**config.mk**
```make
export PLATFORM = sky130hd
export DESIGN_NAME = check_monitor
export DESIGN_NICKNAME = d
export VERILOG_FILES = /design/src/rtl/check_pkg.sv /design/src/rtl/sat_counter.sv /design/src/rtl/check_monitor.sv
export SDC_FILE = /design/constraint.sdc
export NUM_CORES = 1
export LEC_CHECK = 0
export CORE_UTILIZATION = 57
export DETAILED_ROUTE_END_ITERATION = 10
export PLACE_DENSITY = 0.87
export SYNTH_ARGS = -nofsm -noshare
export SYNTH_HDL_FRONTEND = slang
export SYNTH_HIERARCHICAL = 1
export SYNTH_SLANG_ARGS = --single-unit
```
**constraint.sdc**
```tcl
create_clock -name clk -period 5.7 [get_ports clk]
set_input_delay 1.14 -clock clk [delete_from_list [all_inputs] [get_ports clk]]
set_output_delay 1.14 -clock clk [all_outputs]
set_load 0.05 [all_outputs]
```
**src/rtl/check_pkg.sv**
```systemverilog
// Shared types and default parameters for the check result collector.
package check_pkg;

  localparam int N_DEFAULT       = 16;
  localparam int ID_W_DEFAULT    = 8;
  localparam int TIMEOUT_DEFAULT = 1000;

  typedef enum logic [1:0] {
    IDLE = 2'd0,
    RUN  = 2'd1,
    DONE = 2'd2,
    TOUT = 2'd3
  } state_t;

  typedef struct packed {
    logic                    pass;
    logic                    timeout;
    logic [N_DEFAULT-1:0]    check_count;
    logic [N_DEFAULT-1:0]    fail_count;
    logic [ID_W_DEFAULT-1:0] first_fail_id;
  } verdict_t;

endpackage

```
**src/rtl/sat_counter.sv**
```systemverilog
// Up-counter that sticks at all-ones; synchronous clear takes priority over increment.
module sat_counter #(
  parameter int W = 16
) (
  input  logic         clk,
  input  logic         rst,
  input  logic         clr,
  input  logic         inc,
  output logic [W-1:0] q
);

  always_ff @(posedge clk or posedge rst) begin
    if (rst) begin
      q <= '0;
    end else if (clr) begin
      q <= '0;
    end else if (inc && (q != {W{1'b1}})) begin
      q <= q + W'(1);
    end
  end

endmodule

```
**src/rtl/check_monitor.sv**
```systemverilog
// Collects pass/fail check results for one session and produces a registered
// PASS/FAIL/TIMEOUT verdict, guarded by an idle watchdog.
module check_monitor
  import check_pkg::*;
#(
  parameter int N              = N_DEFAULT,
  parameter int ID_W           = ID_W_DEFAULT,
  parameter int TIMEOUT_CYCLES = TIMEOUT_DEFAULT
) (
  input  logic            clk,
  input  logic            rst,
  input  logic            start,
  input  logic            finish,
  input  logic            add_valid,
  output logic            add_ready,
  input  logic            add_cond,
  input  logic [ID_W-1:0] add_id,
  output logic            busy,
  output logic            done,
  output logic            pass,
  output logic            timeout,
  output logic [N-1:0]    check_count,
  output logic [N-1:0]    fail_count,
  output logic [ID_W-1:0] first_fail_id
);

  localparam int WD_W = $clog2(TIMEOUT_CYCLES + 1);
  localparam logic [WD_W-1:0] WD_LIMIT = WD_W'(TIMEOUT_CYCLES);

  state_t          state;
  state_t          state_next;
  logic [WD_W-1:0] wd;
  logic            enter_run;
  logic            hs;
  logic            fail_hs;
  logic            final_pass;

  assign hs      = add_valid & add_ready;
  assign fail_hs = hs & ~add_cond;
  assign add_ready = busy;

  // Verdict must include a check accepted in the same cycle as finish.
  assign final_pass = (fail_count == '0) && !fail_hs && ((check_count != '0) || hs);

  always_comb begin
    state_next = state;
    enter_run  = 1'b0;
    case (state)
      RUN: begin
        if (finish) begin
          state_next = DONE;
        end else if (!hs && (wd == WD_LIMIT)) begin
          state_next = TOUT;
        end
      end
      default: begin
        if (start) begin
          state_next = RUN;
          enter_run  = 1'b1;
        end
      end
    endcase
  end

  always_ff @(posedge clk or posedge rst) begin
    if (rst) begin
      state         <= IDLE;
      busy          <= 1'b0;
      done          <= 1'b0;
      pass          <= 1'b0;
      timeout       <= 1'b0;
      first_fail_id <= '0;
      wd            <= '0;
    end else begin
      state <= state_next;
      busy  <= (state_next == RUN);
      done  <= (state_next == DONE) || (state_next == TOUT);
      if (enter_run) begin
        pass          <= 1'b0;
        timeout       <= 1'b0;
        first_fail_id <= '0;
        wd            <= '0;
      end else if (state == RUN) begin
        if (hs) begin
          wd <= '0;
        end else if (wd != WD_LIMIT) begin
          wd <= wd + WD_W'(1);
        end
        if (fail_hs && (fail_count == '0)) begin
          first_fail_id <= add_id;
        end
        if (state_next == DONE) begin
          pass <= final_pass;
        end else if (state_next == TOUT) begin
          pass    <= 1'b0;
          timeout <= 1'b1;
        end
      end
    end
  end

  sat_counter #(.W(N)) u_check_count (
    .clk (clk),
    .rst (rst),
    .clr (enter_run),
    .inc (hs),
    .q   (check_count)
  );

  sat_counter #(.W(N)) u_fail_count (
    .clk (clk),
    .rst (rst),
    .clr (enter_run),
    .inc (fail_hs),
    .q   (fail_count)
  );

endmodule
```
==> results of run 1 <==
==> through the flow <==
stage / hold WS (ps) / cells / setup WS [ps] / area (µm²)
finish: 544 / 474 / 2280 / 3930
global route: 574 / 474 / 2090 / 3930
CTS: 549 / 474 / 2370 / 3930
detailed placement: 523 / 466 / 2040 / 3840
global placement: 501 / 466 / 2110 / 3840
floorplan: 480 / 348 / 2800 / 3240
==> layer usage <==
metal | routed length, µm | global-route usage | vias up
li1 | - | - | 1434
met1 | 3410 | 0.373 | 1492
met2 | 4130 | 0.469 | 151
met3 | 569 | 0.0541 | 11
met4 | 93 | 0.102 | 0
met5 | 0 | 0 | -
==> cell families after synthesis <==
group,after synthesis
compound gates,78
fa+ha+maj,4
mux,19
flops,56
simple gates,157
buf+inv,34
==> synth_stat cells, drive strengths merged, types with 3 or more instances <==
master	instances
dfrtp	56
a21oi	28
nand2	28
inv	21
nand3	21
o21ai	18
nor4	16
or3	16
or4	16
mux2i	15
nand4	13
o31ai	13
nor2	12
nor3	10
nand2b	8
clkbuf	6
nor2b	6
buf	5
ha	4
mux2	4
o41ai	4
and3	3
and4	3
==> power by group through the flow <==
stage	Clock [mW]	Combinational, mW	Sequential (mW)
global placement	0	0.356	0.489
floorplan	0	0.180	0.567
CTS	0.228	0.368	0.483
detailed placement	0	0.367	0.490
global route	0.246	0.396	0.491
finish	0.227	0.369	0.484
==> area by class of cell <==
| cell class | count | area (µm²) | area share |
|---|---|---|---|
| clock buffer | 5 | 68.8 | 0.0175 |
| clock inverter | 3 | 23.8 | 0.00605 |
| inverter | 21 | 78.8 | 0.0201 |
| multi-input combinational | 258 | 1680 | 0.427 |
| sequential | 56 | 1400 | 0.357 |
| tap | 72 | 90.1 | 0.0229 |
| timing repair buffer | 59 | 588 | 0.150 |
==> worst max-delay path: cells and delay by family <==
family,cells,cell delay (ps)
AND/OR/NAND/NOR,5,1930
buffers and inverters,1,450
AO/OA/AOI/OAI,1,160
==> worst paths after layout <==
path | start | to | slack (ps)
worst max register to register | add_ready | u_fail_count/q[13] | 3140
worst min-delay path | first_fail_id[7] | first_fail_id[7] | 540
worst min register to register | first_fail_id[7] | first_fail_id[7] | 540
min in group asynchronous | rst | u_check_count/q[0] | 1250
worst max-delay path | add_valid | u_fail_count/q[13] | 2280
max in group asynchronous | rst | wd[2] | 3730
==> flip-flops by register name (all words and copies together), names as in the netlist <==
| signal | flops |
|---|---|
| add_ready | 1 |
| u_check_count/q | 16 |
| state | 2 |
| done | 1 |
| pass | 1 |
| first_fail_id | 8 |
| wd | 10 |
| u_fail_count/q | 16 |
| timeout | 1 |
==> results.yml, run 1 <==
run_status:
  status: "complete, no violations"
setup_path:
  path_class: "primary input to flop"
  cpMaxStageDelayCell: "nor2_1"
  cp-start-kind: "primary input"
  critical_path_required_ps: 5950
  end_kind: "flop"
  critPathArrivalTime_ps: 3670
  crit_chain: "clkdlybuf4s50_1 > nand2_1 > nor2_1 > nand3_1 > or4_4 > or4_1 > a21oi_1"
  worst_path_largest_cell_delay_ps: 530
  cp_max_fo: 10
  ff2ff_path_depth: 6
synthesis:
  yosysUniqueCellTypes: 49
  synth_top_family_by_area: "simple AND/OR/NAND/NOR gates"
  synth_top_cell_by_area: "dfrtp_1"
  yosysTopAreaCellShare: 0.433
  synthFlopType: "dfrtp_1"
  syn-num-nets: 366
  synth-compound-area-share: 0.151
  synth_edf_count: 0
  yosys-top-cells-area: "dfrtp_1 43%, mux2i_1 4.6%, a21oi_1 4.3%"
  synth_area_um2: 3240
  avgSynthCellArea_um2: 9.31
  synthAdderAreaFrac: 0.0154
  synthMuxAreaShare: 0.0603
  synthSimpleGateAreaFrac: 0.291
  synth-async-reset-ratio: 1.00
  syn-instance-count: 348
  synth_xor_area_frac: 0
  yosysSeqAreaShare: 0.433
  yosysWarnings: 6
  ys_seq_elements: 56
pwr:
  finalPower_mw: 1.08
  ir_worst_vdd_mv: 0.197
  power_per_cell_area_nw_per_um2: 275
  power.net_switching_mw: 0.427
  sw_frac_of_total: 0.396
  pwr-share-seq: 0.448
  leakage_nw: 1.58
  internal_power_mw: 0.652
  p_clk_frac: 0.210
  p_comb_frac: 0.342
layout:
  nFillCells: 419
  nNetsFinal: 419
  mostFrequentLayoutCells: "58 x clkdlybuf4s50_1, 56 x dfrtp_1, 28 x nand2_1, 28 x a21oi_1"
  layout_commonest_cell: "clkdlybuf4s50_1"
  final_util: 0.714
  layout-drive-gt1-share: 0.0647
  num_antenna_cells: 0
  syn_to_final_growth_pct: 21.3
floorplan:
  fp.coreArea_um2: 5510
  die_area_um2: 5990
  die_y_um: 77.4
  ioPinCount: 59
  rows: 27
  dieWidth_um: 77.4
  initial_utilization: 0.588
clocking:
  clk_latency_ps: 320
  cts_sinks: 56
  cts_tree: "yes"
  clk_pin_slew_ps: 110
  cts_setup_buffers: 0
  cts_buffers: 5
  root_buffer: "clkbuf_8"
  ctsResizeCount: 0
  cts_max_level: 2
  hold_buffers: 0
  clock_path_buffers: 2
drt:
  viasPerCell: 6.51
  wire_per_inst_um: 17.3
  vias: 3088
  detail-route-antenna-nets: 0
  dr.pass1.iters: 5
  first_iter_violations: 255
  drc: 0
  routed_wl_um: 8200
timing:
  drv_slew: 0
  post-route-min-period_ps: 3420
  fin_setup_tns_ps: 0
  fin_crit_sh: 0.600
  maxSlewHeadroom: 0.367
  fmax_mhz: 292
  finClkSkew_ps: 8.40
  hold_viol: 0
  rsz0062_at_grt: "false"
  tightest_slew_ps: 948
  setup_violations: 0
grt:
  grt_pass1_wl_um: 13600
  grt_pass1_vias: 2916
  antenna_found_initial: 0
  grt_max_degree: 32
  grt-ovfl-total: 0
  grt_use_total: 0.284
place:
  dp_hpwl_um: 5840
  place.gp.congestion: 0.914
  numPortBuffers: 58
run:
  timing.max_cap.violations: 0
worst_hold_path:
  hold_path_depth: 2
  hold_path.class: "flop to flop"
(Power assumes the default switching activity.)
==> inputs of run 2 (changes only) <==
Settings changed: CORE_UTILIZATION 57 to 53, PLACE_DENSITY 0.87 to 0.82.
Clock period 5.7 ns to 3.2 ns, I/O delays scaled along.
==> results.yml, run 2 (synthesis results as in run 1) <==
drt:
  wire_per_inst_um: 16.7
  viasPerCell: 6.30
  first_iter_violations: 173
  dr.pass1.iters: 4
  vias: 3030
  drc: 0
  routed_wl_um: 8040
  detail-route-antenna-nets: 0
floorplan:
  rows: 28
  ioPinCount: 59
  die_y_um: 80.2
  initial_utilization: 0.547
  die_area_um2: 6430
  fp.coreArea_um2: 5920
  dieWidth_um: 80.2
clocking:
  cts_sinks: 56
  ctsResizeCount: 0
  clock_path_buffers: 2
  cts_max_level: 2
  cts_buffers: 5
  cts_tree: "yes"
  clk_latency_ps: 310
  cts_setup_buffers: 0
  clk_pin_slew_ps: 90
  hold_buffers: 0
  root_buffer: "clkbuf_8"
timing:
  maxSlewHeadroom: 0.368
  rsz0062_at_grt: "false"
  setup_violations: 0
  fmax_mhz: 397
  drv_slew: 0
  finClkSkew_ps: 6.43
  fin_crit_sh: 0.787
  post-route-min-period_ps: 2520
  hold_viol: 0
  fin_setup_tns_ps: 0
  tightest_slew_ps: 947
layout:
  syn_to_final_growth_pct: 22.7
  nNetsFinal: 424
  layout-drive-gt1-share: 0.0739
  mostFrequentLayoutCells: "58 x clkdlybuf4s50_1, 56 x dfrtp_1, 28 x nand2_1, 28 x a21oi_1"
  reg_top3: "u_check_count/q: 16 flops, u_fail_count/q: 16 flops, wd: 10 flops"
  layout_commonest_cell: "clkdlybuf4s50_1"
  num_antenna_cells: 0
  final_util: 0.671
setup_path:
  critical_path_required_ps: 3440
  crit_chain: "clkdlybuf4s50_1 > nand2_1 > inv_2 > nand3_1 > or4_4 > or4_1 > a21oi_1"
  cp_max_fo: 10
  cp-start-kind: "primary input"
  worst_path_largest_cell_delay_ps: 500
  cpMaxStageDelayCell: "or4_4"
  crit_buf_inv: 2
  critPathArrivalTime_ps: 2760
  path_class: "primary input to flop"
  end_kind: "flop"
  critPathTopFamily: "simple AND/OR/NAND/NOR gates"
place:
  place.gp.congestion: 0.888
  numPortBuffers: 58
  dp_hpwl_um: 5750
grt:
  grt_pass1_wl_um: 13300
  antenna_found_initial: 0
  grt-ovfl-total: 0
  grt_pass1_vias: 2852
  grt_max_degree: 25
  grt_use_total: 0.265
pwr:
  power_per_cell_area_nw_per_um2: 489
  finalPower_mw: 1.94
  ir_worst_vdd_mv: 0.346
  leakage_nw: 1.61
worst_hold_path:
  hold_path.class: "flop to flop"
run_status:
  status: "complete, no violations"
run:
  timing.max_cap.violations: 0
## run 2: per-layer routing
| metal | track usage | part of all wire |
|---|---|---|
| met1 | 0.348 | 0.44 |
| met2 | 0.443 | 0.50 |
| met3 | 0.0455 | 0.048 |
| met4 | 0.0893 | 0.013 |
| met5 | 0 | 0 |
## run 2: final timing paths
path | startpoint | endpoint | depth (start not counted) | slack (ps)
worst max-delay path | add_valid | u_check_count/q[13] | 7 | 680
min in group asynchronous | rst | u_check_count/q[8] | 2 | 810
worst max register to register | u_check_count/q[1] | u_check_count/q[0] | 5 | 1020
max in group asynchronous | rst | wd[1] | 2 | 1690
worst min register to register | pass | pass | 1 | 520
worst min-delay path | pass | pass | 1 | 520
## run 2: power breakdown
group	switching, mW	internal, mW	total, mW	leakage [nW]
clock	0.226	0.193	0.420	0.0503
combinational	0.426	0.238	0.665	0.798
sequential	0.0810	0.777	0.858	0.764
total	0.734	1.21	1.94	1.61
## run 2: layout make-up
class	count	area, µm²
inverters	21	78.8
well taps	75	93.8
repair buffers	64	626
multi-input cells	258	1680
clock buffers	7	96.3
flip-flops and latches	56	1400
fillers	474	1950
## run 2: worst reg2reg max path: stages (launching register included)
cell     delay, ps
dfrtp_1        480
ha_1           400
nand3_1        130
nor4_1         570
nor2b_1        190
mux2_2         310
## run 2: metrics by stage
step	cell area, µm²	hold slack (ps)	worst slack (ps)	instances
final	3980	523	683	481
after global routing	3980	539	617	481
after CTS	3980	529	712	481
after detailed placement	3880	502	407	474
after global placement	3880	492	459	474
after floorplan	3240	480	698	348
==> inputs of run 3 (changes only) <==
Clock period 3.2 ns to 2.4 ns, I/O delays scaled along.
==> results.yml, run 3 (synthesis results as in run 1) <==
place:
  place_inst: 486
  numPortBuffers: 58
  dp_hpwl_um: 5980
  dpl_worst_slack_ps: -17.2
  place.gp.congestion: 0.867
floorplan:
  ioPinCount: 59
  rows: 28
  die_area_um2: 6430
  die_y_um: 80.2
  initial_utilization: 0.547
  fp.coreArea_um2: 5920
  dieWidth_um: 80.2
timing:
  tightest_slew_ps: 705
  setup_slack_ps: 190
  finClkSkew_ps: 8.20
  post-route-min-period_ps: 2210
  maxSlewHeadroom: 0.526
  rsz0062_at_grt: "false"
  fmax_mhz: 453
  timing.hold.ws_ps: 532
  fin_crit_sh: 0.921
  drv_slew: 0
  setup_violations: 0
  fin_setup_tns_ps: 0
  hold_viol: 0
setup_path:
  cp.depth: 1
  critical_path_required_ps: 1920
  crit_buf_inv: 1
  path_class: "flop to output port"
  reg2reg_slack_ps: 260
  crit_start: "u_check_count/q[15]"
  cpMaxStageDelayCell: "clkdlybuf4s50_1"
  cp-start-kind: "flop"
  ff2ff_path_depth: 5
  reg2reg_to: "u_check_count/q[0]"
  worst_path_largest_cell_delay_ps: 870
  cp_max_fo: 9
  critPathTopFamily: "buffers and inverters"
  crit_chain: "clkdlybuf4s50_1"
  reg2reg_from: "u_check_count/q[1]"
  critPathArrivalTime_ps: 1730
  end_kind: "output port"
  critPathCapture: "check_count[15]"
layout:
  layout-drive-gt1-share: 0.105
  syn_to_final_growth_pct: 25.8
  reg_top3: "u_check_count/q: 16 flops, u_fail_count/q: 16 flops, wd: 10 flops"
  num_antenna_cells: 0
  layout_commonest_cell: "clkdlybuf4s50_1"
  mostFrequentLayoutCells: "58 x clkdlybuf4s50_1, 55 x dfrtp_1, 28 x nand2_1, 28 x a21oi_1"
  final_util: 0.688
  nNetsFinal: 436
  finalNonFillerCells: 494
clocking:
  ctsResizeCount: 0
  clk_pin_slew_ps: 110
  cts_sinks: 56
  root_buffer: "clkbuf_8"
  cts_setup_buffers: 0
  clock_path_buffers: 2
  clk_latency_ps: 320
  cts_tree: "yes"
  hold_buffers: 0
  cts_max_level: 2
  cts_buffers: 5
drt:
  detail-route-antenna-nets: 0
  first_iter_violations: 225
  routed_wl_um: 8370
  dr.pass1.iters: 4
  vias: 3079
  drc: 0
  wire_per_inst_um: 16.9
  viasPerCell: 6.23
grt:
  grt_max_degree: 40
  antenna_found_initial: 0
  grt_pass1_wl_um: 14000
  grt_pass1_vias: 2970
  grt_use_total: 0.281
  grt-ovfl-total: 0
pwr:
  power_per_cell_area_nw_per_um2: 645
  ir_worst_vdd_mv: 0.496
  leakage_nw: 1.67
run_status:
  status: "complete, no violations"
run:
  timing.max_cap.violations: 0
worst_hold_path:
  hold_path.class: "flop to flop"
run 3: cell count changes in the layout (fill, tap and decap cells not counted):
cell,change
inv_6,+1
clkinv_4,+1
clkinv_2,+1
buf_12,+1
clkbuf_8,-2
buf_4,+11
dfrtp_1,-1
dfrtp_2,+1
run 3: routing by layer:
metal | vias up | share of wire | track usage
li1 | 1460 | - | -
met1 | 1504 | 0.43 | 0.358
met2 | 98 | 0.51 | 0.480
met3 | 17 | 0.039 | 0.0409
met4 | 0 | 0.022 | 0.109
met5 | - | 0 | 0
run 3: report_power, final:
group	internal, mW	switching, mW	leakage, nW
Clock	0.210	0.337	0.0485
Combinational	0.351	0.576	0.860
Sequential	1.04	0.116	0.763
Total	1.60	1.03	1.67
run 3: how the worst min path moves through the flow:
stage	start	to	slack (ps)	cells after the start
floorplan	rst	u_check_count/q[0]	390	1
global placement	wd[0]	wd[0]	510	1
detailed placement	timeout	timeout	510	2
CTS	wd[0]	wd[0]	530	1
global route	timeout	timeout	560	2
finish	first_fail_id[6]	first_fail_id[6]	530	2
run 3: stage by stage:
step	total power [mW]	instance area, µm²
5_1_grt	2.77	4070
2_1_floorplan	1.78	3240
4_1_cts	2.63	4070
3_3_place_gp	2.06	3980
3_5_place_dp	2.09	3980
6_report	2.63	4070
run 3: cell type report:
| type | count | area (µm²) |
|---|---|---|
| tap | 75 | 93.8 |
| timing repair buffer | 76 | 728 |
| clock inverter | 3 | 22.5 |
| fill | 477 | 1850 |
| inverter | 21 | 78.8 |
| multi-input combinational | 258 | 1680 |
| clock buffer | 5 | 68.8 |
| sequential | 56 | 1400 |
